$ cat config.mk
export PLATFORM = sky130hd
export DESIGN_NAME = writeback_unit
export DESIGN_NICKNAME = d
export VERILOG_FILES = /design/src/rtl/wb_pkg.sv /design/src/rtl/wb_fifo.sv /design/src/rtl/writeback_unit.sv
export SDC_FILE = /design/constraint.sdc
export NUM_CORES = 1
export LEC_CHECK = 0
export ABC_AREA = 1
export BUFFER_PORTS_ARGS = -buffer_cell sky130_fd_sc_hd__clkbuf_2
export CAP_MARGIN = 15
export CORE_ASPECT_RATIO = 0.6
export CORE_MARGIN = 5
export CORE_UTILIZATION = 30
export DETAILED_ROUTE_END_ITERATION = 10
export PLACE_DENSITY = 0.56
export SYNTH_ARGS = -nofsm -noshare
export SYNTH_HDL_FRONTEND = slang
export SYNTH_SLANG_ARGS = --single-unit
$ cat constraint.sdc
create_clock -name clk -period 5.7 [get_ports clk]
set_input_delay 1.14 -clock clk [delete_from_list [all_inputs] [get_ports clk]]
set_output_delay 1.14 -clock clk [all_outputs]
set_load 0.01 [all_outputs]
$ cat src/rtl/wb_pkg.sv
// Shared types and helpers for the register-file writeback path.
package wb_pkg;

  localparam int unsigned REG_SIZE  = 16;
  localparam int unsigned VEC_SIZE  = 4;
  localparam int unsigned SEL_BITS  = 3;
  localparam int unsigned REG_TOTAL = 2 ** SEL_BITS;
  localparam int unsigned DATA_W    = REG_SIZE * VEC_SIZE;

  typedef struct packed {
    logic [SEL_BITS-1:0] dest;
    logic [DATA_W-1:0]   data;
  } wb_entry_t;

  // The second-highest selector bit splits the register space into scalar and vector halves.
  function automatic logic is_scalar(input logic [SEL_BITS-1:0] dest);
    return dest[SEL_BITS-2];
  endfunction

endpackage

$ cat src/rtl/wb_fifo.sv
// Small FIFO holding load results until the writeback arbiter drains them.
module wb_fifo
  import wb_pkg::*;
#(
  parameter int unsigned Depth = 2
) (
  input  logic      clk,
  input  logic      reset,
  input  logic      push,
  input  logic      pop,
  input  wb_entry_t din,
  output logic      full,
  output logic      empty,
  output wb_entry_t head
);

  localparam int unsigned PtrW = (Depth > 1) ? $clog2(Depth) : 1;

  wb_entry_t         mem_q [Depth];
  logic [PtrW-1:0]   wr_ptr_q, rd_ptr_q;
  logic [PtrW:0]     count_q;
  logic              do_push, do_pop;

  assign empty   = (count_q == '0);
  assign full    = (count_q == (PtrW + 1)'(Depth));
  assign do_pop  = pop && !empty;
  // A pop frees the head slot, so a full FIFO can still take a push in the same cycle.
  assign do_push = push && (!full || do_pop);
  assign head    = mem_q[rd_ptr_q];

  always_ff @(posedge clk or negedge reset) begin
    if (!reset) begin
      wr_ptr_q <= '0;
      rd_ptr_q <= '0;
      count_q  <= '0;
    end else begin
      if (do_push) wr_ptr_q <= wr_ptr_q + 1'b1;
      if (do_pop)  rd_ptr_q <= rd_ptr_q + 1'b1;
      unique case ({do_push, do_pop})
        2'b10:   count_q <= count_q + 1'b1;
        2'b01:   count_q <= count_q - 1'b1;
        default: count_q <= count_q;
      endcase
    end
  end

  always_ff @(posedge clk) begin
    if (do_push) mem_q[wr_ptr_q] <= din;
  end

endmodule

$ cat src/rtl/writeback_unit.sv
// Merges ALU and load results into one register-file write stream and tracks pending writes.
module writeback_unit
  import wb_pkg::*;
#(
  parameter int unsigned MEM_DEPTH    = 2,
  parameter int unsigned STARVE_LIMIT = 4
) (
  input  logic                clk,
  input  logic                reset,
  input  logic                alu_valid,
  input  logic [SEL_BITS-1:0] alu_dest,
  input  logic [DATA_W-1:0]   alu_data,
  output logic                alu_stall,
  input  logic                mem_valid,
  output logic                mem_ready,
  input  logic [SEL_BITS-1:0] mem_dest,
  input  logic [DATA_W-1:0]   mem_data,
  input  logic                issue_valid,
  input  logic [SEL_BITS-1:0] issue_dest,
  input  logic [SEL_BITS-1:0] query_sel1,
  input  logic [SEL_BITS-1:0] query_sel2,
  output logic                busy1,
  output logic                busy2,
  output logic                regWrEnScalar,
  output logic                regWrEnVector,
  output logic [SEL_BITS-1:0] regToWrite,
  output logic [DATA_W-1:0]   dataIn,
  output logic                proto_err
);

  localparam int unsigned       CntW   = (STARVE_LIMIT > 1) ? $clog2(STARVE_LIMIT) : 1;
  localparam logic [CntW-1:0]   CntMax = CntW'(STARVE_LIMIT - 1);

  logic                 fifo_full, fifo_empty, fifo_push, fifo_pop;
  wb_entry_t            fifo_head, mem_entry, sel;
  logic                 sel_valid;
  logic [CntW-1:0]      starve_q, starve_d;
  logic                 stall_q, stall_d;
  logic                 proto_q, proto_d;
  logic [REG_TOTAL-1:0] busy_q, busy_d;
  logic                 we_s_q, we_s_d, we_v_q, we_v_d;
  logic [SEL_BITS-1:0]  addr_q, addr_d;
  logic [DATA_W-1:0]    data_q, data_d;

  assign mem_entry = '{dest: mem_dest, data: mem_data};
  assign fifo_push = mem_valid && !fifo_full;
  assign fifo_pop  = !alu_valid && !fifo_empty;

  wb_fifo #(
    .Depth(MEM_DEPTH)
  ) u_fifo (
    .clk  (clk),
    .reset(reset),
    .push (fifo_push),
    .pop  (fifo_pop),
    .din  (mem_entry),
    .full (fifo_full),
    .empty(fifo_empty),
    .head (fifo_head)
  );

  // ALU always wins, even during a stall, so a protocol violation never drops a result.
  assign sel_valid = alu_valid || !fifo_empty;
  assign sel       = alu_valid ? '{dest: alu_dest, data: alu_data} : fifo_head;

  always_comb begin
    starve_d = starve_q;
    stall_d  = 1'b0;
    proto_d  = proto_q | (alu_valid & stall_q);
    if (!alu_valid || fifo_empty) begin
      starve_d = '0;
    end else begin
      // Saturates at the limit; one more starving win raises the stall.
      stall_d = (starve_q == CntMax);
      if (starve_q != CntMax) starve_d = starve_q + 1'b1;
    end
  end

  always_comb begin
    busy_d = busy_q;
    if (we_s_q || we_v_q) busy_d[addr_q] = 1'b0;
    if (issue_valid)      busy_d[issue_dest] = 1'b1;
  end

  always_comb begin
    we_s_d = sel_valid && is_scalar(sel.dest);
    we_v_d = sel_valid && !is_scalar(sel.dest);
    addr_d = sel_valid ? sel.dest : '0;
    data_d = sel_valid ? sel.data : '0;
  end

  always_ff @(posedge clk or negedge reset) begin
    if (!reset) begin
      starve_q <= '0;
      stall_q  <= 1'b0;
      proto_q  <= 1'b0;
      busy_q   <= '0;
      we_s_q   <= 1'b0;
      we_v_q   <= 1'b0;
      addr_q   <= '0;
      data_q   <= '0;
    end else begin
      starve_q <= starve_d;
      stall_q  <= stall_d;
      proto_q  <= proto_d;
      busy_q   <= busy_d;
      we_s_q   <= we_s_d;
      we_v_q   <= we_v_d;
      addr_q   <= addr_d;
      data_q   <= data_d;
    end
  end

  assign alu_stall     = stall_q;
  assign mem_ready     = !fifo_full;
  assign busy1         = busy_q[query_sel1];
  assign busy2         = busy_q[query_sel2];
  assign regWrEnScalar = we_s_q;
  assign regWrEnVector = we_v_q;
  assign regToWrite    = addr_q;
  assign dataIn        = data_q;
  assign proto_err     = proto_q;

endmodule

==> metrics.md <==
| Metric | Value |
|---|---|
| Critical Path Most Common Cell | buf_4 |
| IO Port Bufs | 221 |
| RSZ-0062 raised after global routing | no |
| Final min period | 3050 ps |
| Area Growth Syn to Fin | 25.7% |
| Number of antenna-violating nets in the routed design | 0 |
| Clock Skews | roughly 6.5 ps |
| Die height | ~140 µm |
| WL final | around 22000 µm |
| Post-synthesis simple-gate area fraction | 10.3% |
| Crit path kind | in -> reg |
| Setup violators final | 0 |
| Share of layout cells above drive strength 1 | 36.1% |
| Non-filler instance count after layout | 1248 |
| Post-Syn Nets | 790 |
| Most common cell after layout, fill and taps aside | clkbuf_2 |
| Largest family of logic cells by synthesized area | compound AO/OA/AOI/OAI gates |
| Width of the die | 225 µm |
| Setup_tns | 0 ps |
| 1st-iter DRT viols | 213 |
| FF+latch area | around 0.006 mm² |
| Critical path origin | alu_valid |
| Root Buffer | clkbuf_16 |
| Slowest CP cell | buf_4 |
| Hold Fails Final Rpt | 0 |
| Synth unique cells | 29 |
| GR Util met1 | between 10% and 20% |
| Initial Utilization | 30.3% |
| Post-synthesis cell count | 640 |
| Mean Syn Cell Area | between 10 and 15 µm² |
| First-pass GRT wire length | approximately 34000 µm |
| Seq/Total Area, Yosys | 73.6% |
| Clock buffer count from CTS | 23 |
| Final nets | 1012 |
| Postcts setup bufs | 0 |
| Initial antenna violation count | 0 |
| FP Rows | 47 |
| XOR/XNOR Fraction of Synth Area | less than 1% |
| Vias per Instance | between 4 and 5 |
| Clk pin slew, worst setup/hold paths | 60 ps |
| Clock latency at the later pin of the worst-skew pair | roughly 510 ps |
| RR Endpoint | u_fifo.mem_q[1][4] |
| DRC | 0 |
| Internal | 3450 µW |
| Flop pwr share | a little under half |
| Status | complete, no violations |
| Tightest hold margin | 473 ps |
| Mux contribution to synthesized area | 0% |
| Placer congestion estimate | around 0.82 |
| Clock Sink Count | 218 |
| Pre-antenna DRT Iters | 5 |
| Worst path max stage delay | ~450 ps |
| Largest net degree at the start of global routing | 69 |
| Commonest non-fill, non-tap cells in the layout | 220 x clkbuf_2, 134 x edfxtp_1, 83 x nand2_1, 83 x dfrtp_1, 77 x o21ai_0 |
| Slew headroom | 40.6% |
| FMAX | 328 MHz |
| Critical Path Sink | u_fifo.count_q[1] |
| Finished layout cell area | 0.0105 mm² |
| Worst R2R Setup Slack | 3350 ps |
| Top Usage Layer GRT | met2 |
| Post-Synth Adder-Cell Area | 0.301% |
| Static Leak | roughly 0.0044 µW |
| Dpl cells | ~1200 |
| Maxcap violations | 0 |
| Net Sw Frac | between 30% and 40% |
| WL per Instance | 17.4 µm |
| CTS tree | done |
| CP startpoint kind | primary input |
| Period utilization | 53.4% |
| Switching pwr | ~1600 µW |
| Core area | 0.0275 mm² |
| Final worst slack | 2650 ps |
| Post-Syn Area | 0.00833 mm² |
| Detailed placement HPWL | approximately 14000 µm |
| Pwr Density | between 400 and 500 mW/mm² |
| Arrival time at the worst endpoint | between 3000 and 4000 ps |
| Hold_buf cts | 0 |
| Post-synthesis register bit count | approximately 220 |
| HP Class | reg -> reg |
| Critical Path Fanout Max | 59 |
| Htree depth | 1 |
| Die area | 0.0313 mm² |
| I/O pins | 222 |
| Worst R2R Path Depth | 5 |
| Critical Path Sink Type | flop |
| Syn. warnings | 0 |
| Worst Tran Pin Value | roughly 900 ps |
| Met3 usage | 4.04% |
| Crit path required time | 6100 ps |
| Worst IR Drop VDD | 0.000318 V |
| Grt ovf | 0 |
| Vias | ~5500 |
| Post-synthesis compound-gate area fraction | 11.0% |
| Dpl ws | 2070 ps |
| Fill cells | 2702 |
| Dpl cell area | 0.00972 mm² |
| Worst-case clock buffer depth | 3 |
| Combinational share of power | 25.6% |
| Met2 Resource Use GR | approximately 22% |
| Post-CTS Resized | 0 |
| Clk pwr share | just under 30% |
| Slew Limit Fails | 0 |
| Vias in the first global route | 5868 |
| Area of the multi-input gates | 0.00185 mm² |
| Reg2reg start | u_fifo.count_q[0] |
| Global Route Usage Sum | approximately 14% |
| Critical path cell sequence | clkbuf_2, buf_4, inv_4, nand2_2, buf_4, inv_1, ha_1, a21oi_1, nand2_1, xor2_1 |
[kinds of logic (layout without fill, tap and decap cells)]
kind of cell | Yosys count | in the layout
xor gates and xnor gates | 4 | 4
AOI/OAI and AO/OA | 179 | 179
and+or+nand+nor | 173 | 173
other | 0 | 2
DFF | 218 | 218
adders and majority gates | 2 | 2
buffers and inverters | 64 | 303
[final cells by class]
class	count	area share, %
clock buffer	28	5.77
sequential	218	58.5
timing repair buffer	229	11.2
clock inverter	14	1.27
multi-input combinational	358	17.6
antenna	2	0.0478
inverter	32	1.17
tap	367	4.39
[worst max-delay path, delay by kind of cell]
| kind | cells | cell delay, ps |
|---|---|---|
| xor+xnor | 1 | 140 |
| buf+inv | 5 | 1440 |
| compound gates | 1 | 130 |
| simple gates | 2 | 230 |
| fa+ha+maj | 1 | 330 |
[worst min-delay path by stage]
stage,startpoint,endpoint,cells past startpoint
finish,proto_err,proto_err,1
global route,proto_err,proto_err,1
CTS,proto_err,proto_err,1
detailed placement,proto_err,proto_err,1
global placement,proto_err,proto_err,1
floorplan,busy_q[0],busy_q[0],2
[power groups by stage]
| stage | combinational [µW] | sequential [µW] | clock (µW) |
|---|---|---|---|
| after CTS | 1340 | 2300 | 1530 |
| after floorplan | 768 | 2400 | 0 |
| after detailed placement | 1340 | 2330 | 0 |
| final | 1300 | 2300 | 1470 |
| after global routing | 1470 | 2340 | 1590 |
| after global placement | 1320 | 2330 | 0 |
[sequential cells by signal, summed over array words and instances (netlist names)]
| register | count |
|---|---|
| alu_stall | 1 |
| proto_err | 1 |
| regWrEnVector | 1 |
| u_fifo.rd_ptr_q | 1 |
| busy_q | 8 |
| dataIn | 64 |
| regToWrite | 2 |
| starve_q | 2 |
| u_fifo.mem_q | 134 |
| u_fifo.count_q | 2 |
| u_fifo.wr_ptr_q | 1 |
| regWrEnScalar | 1 |
[synth_stat cells, drive strengths merged]
cell,number,share of area (%)
buf,20,2.3
a21o,1,0.090
dfrtp,84,25
xnor2,1,0.11
a21oi,30,1.9
nand3,13,0.84
or2,67,5.0
ha,2,0.30
inv,32,1.5
nand2,85,4.0
xor2,3,0.32
clkbuf,12,0.62
edfxtp,134,48
o21ai,147,8.9
a21boi,1,0.090
nor2,8,0.45
[metrics by stage]
step | total power, µW | util, %
finish | 5070 | 38.1
global route | 5410 | 38.1
CTS | 5180 | 38.1
detailed placement | 3670 | 35.4
global placement | 3650 | 35.4
floorplan | 3170 | -
[routing by layer]
layer  part of all wire [%]  vias to the layer above
met3                    6.6                       29
met2                     45                      153
met1                     47                     2642
met5                      0                        -
met4                    1.9                        0
li1                       -                     2666
No activity file was read; power rests on OpenSTA's default activity.
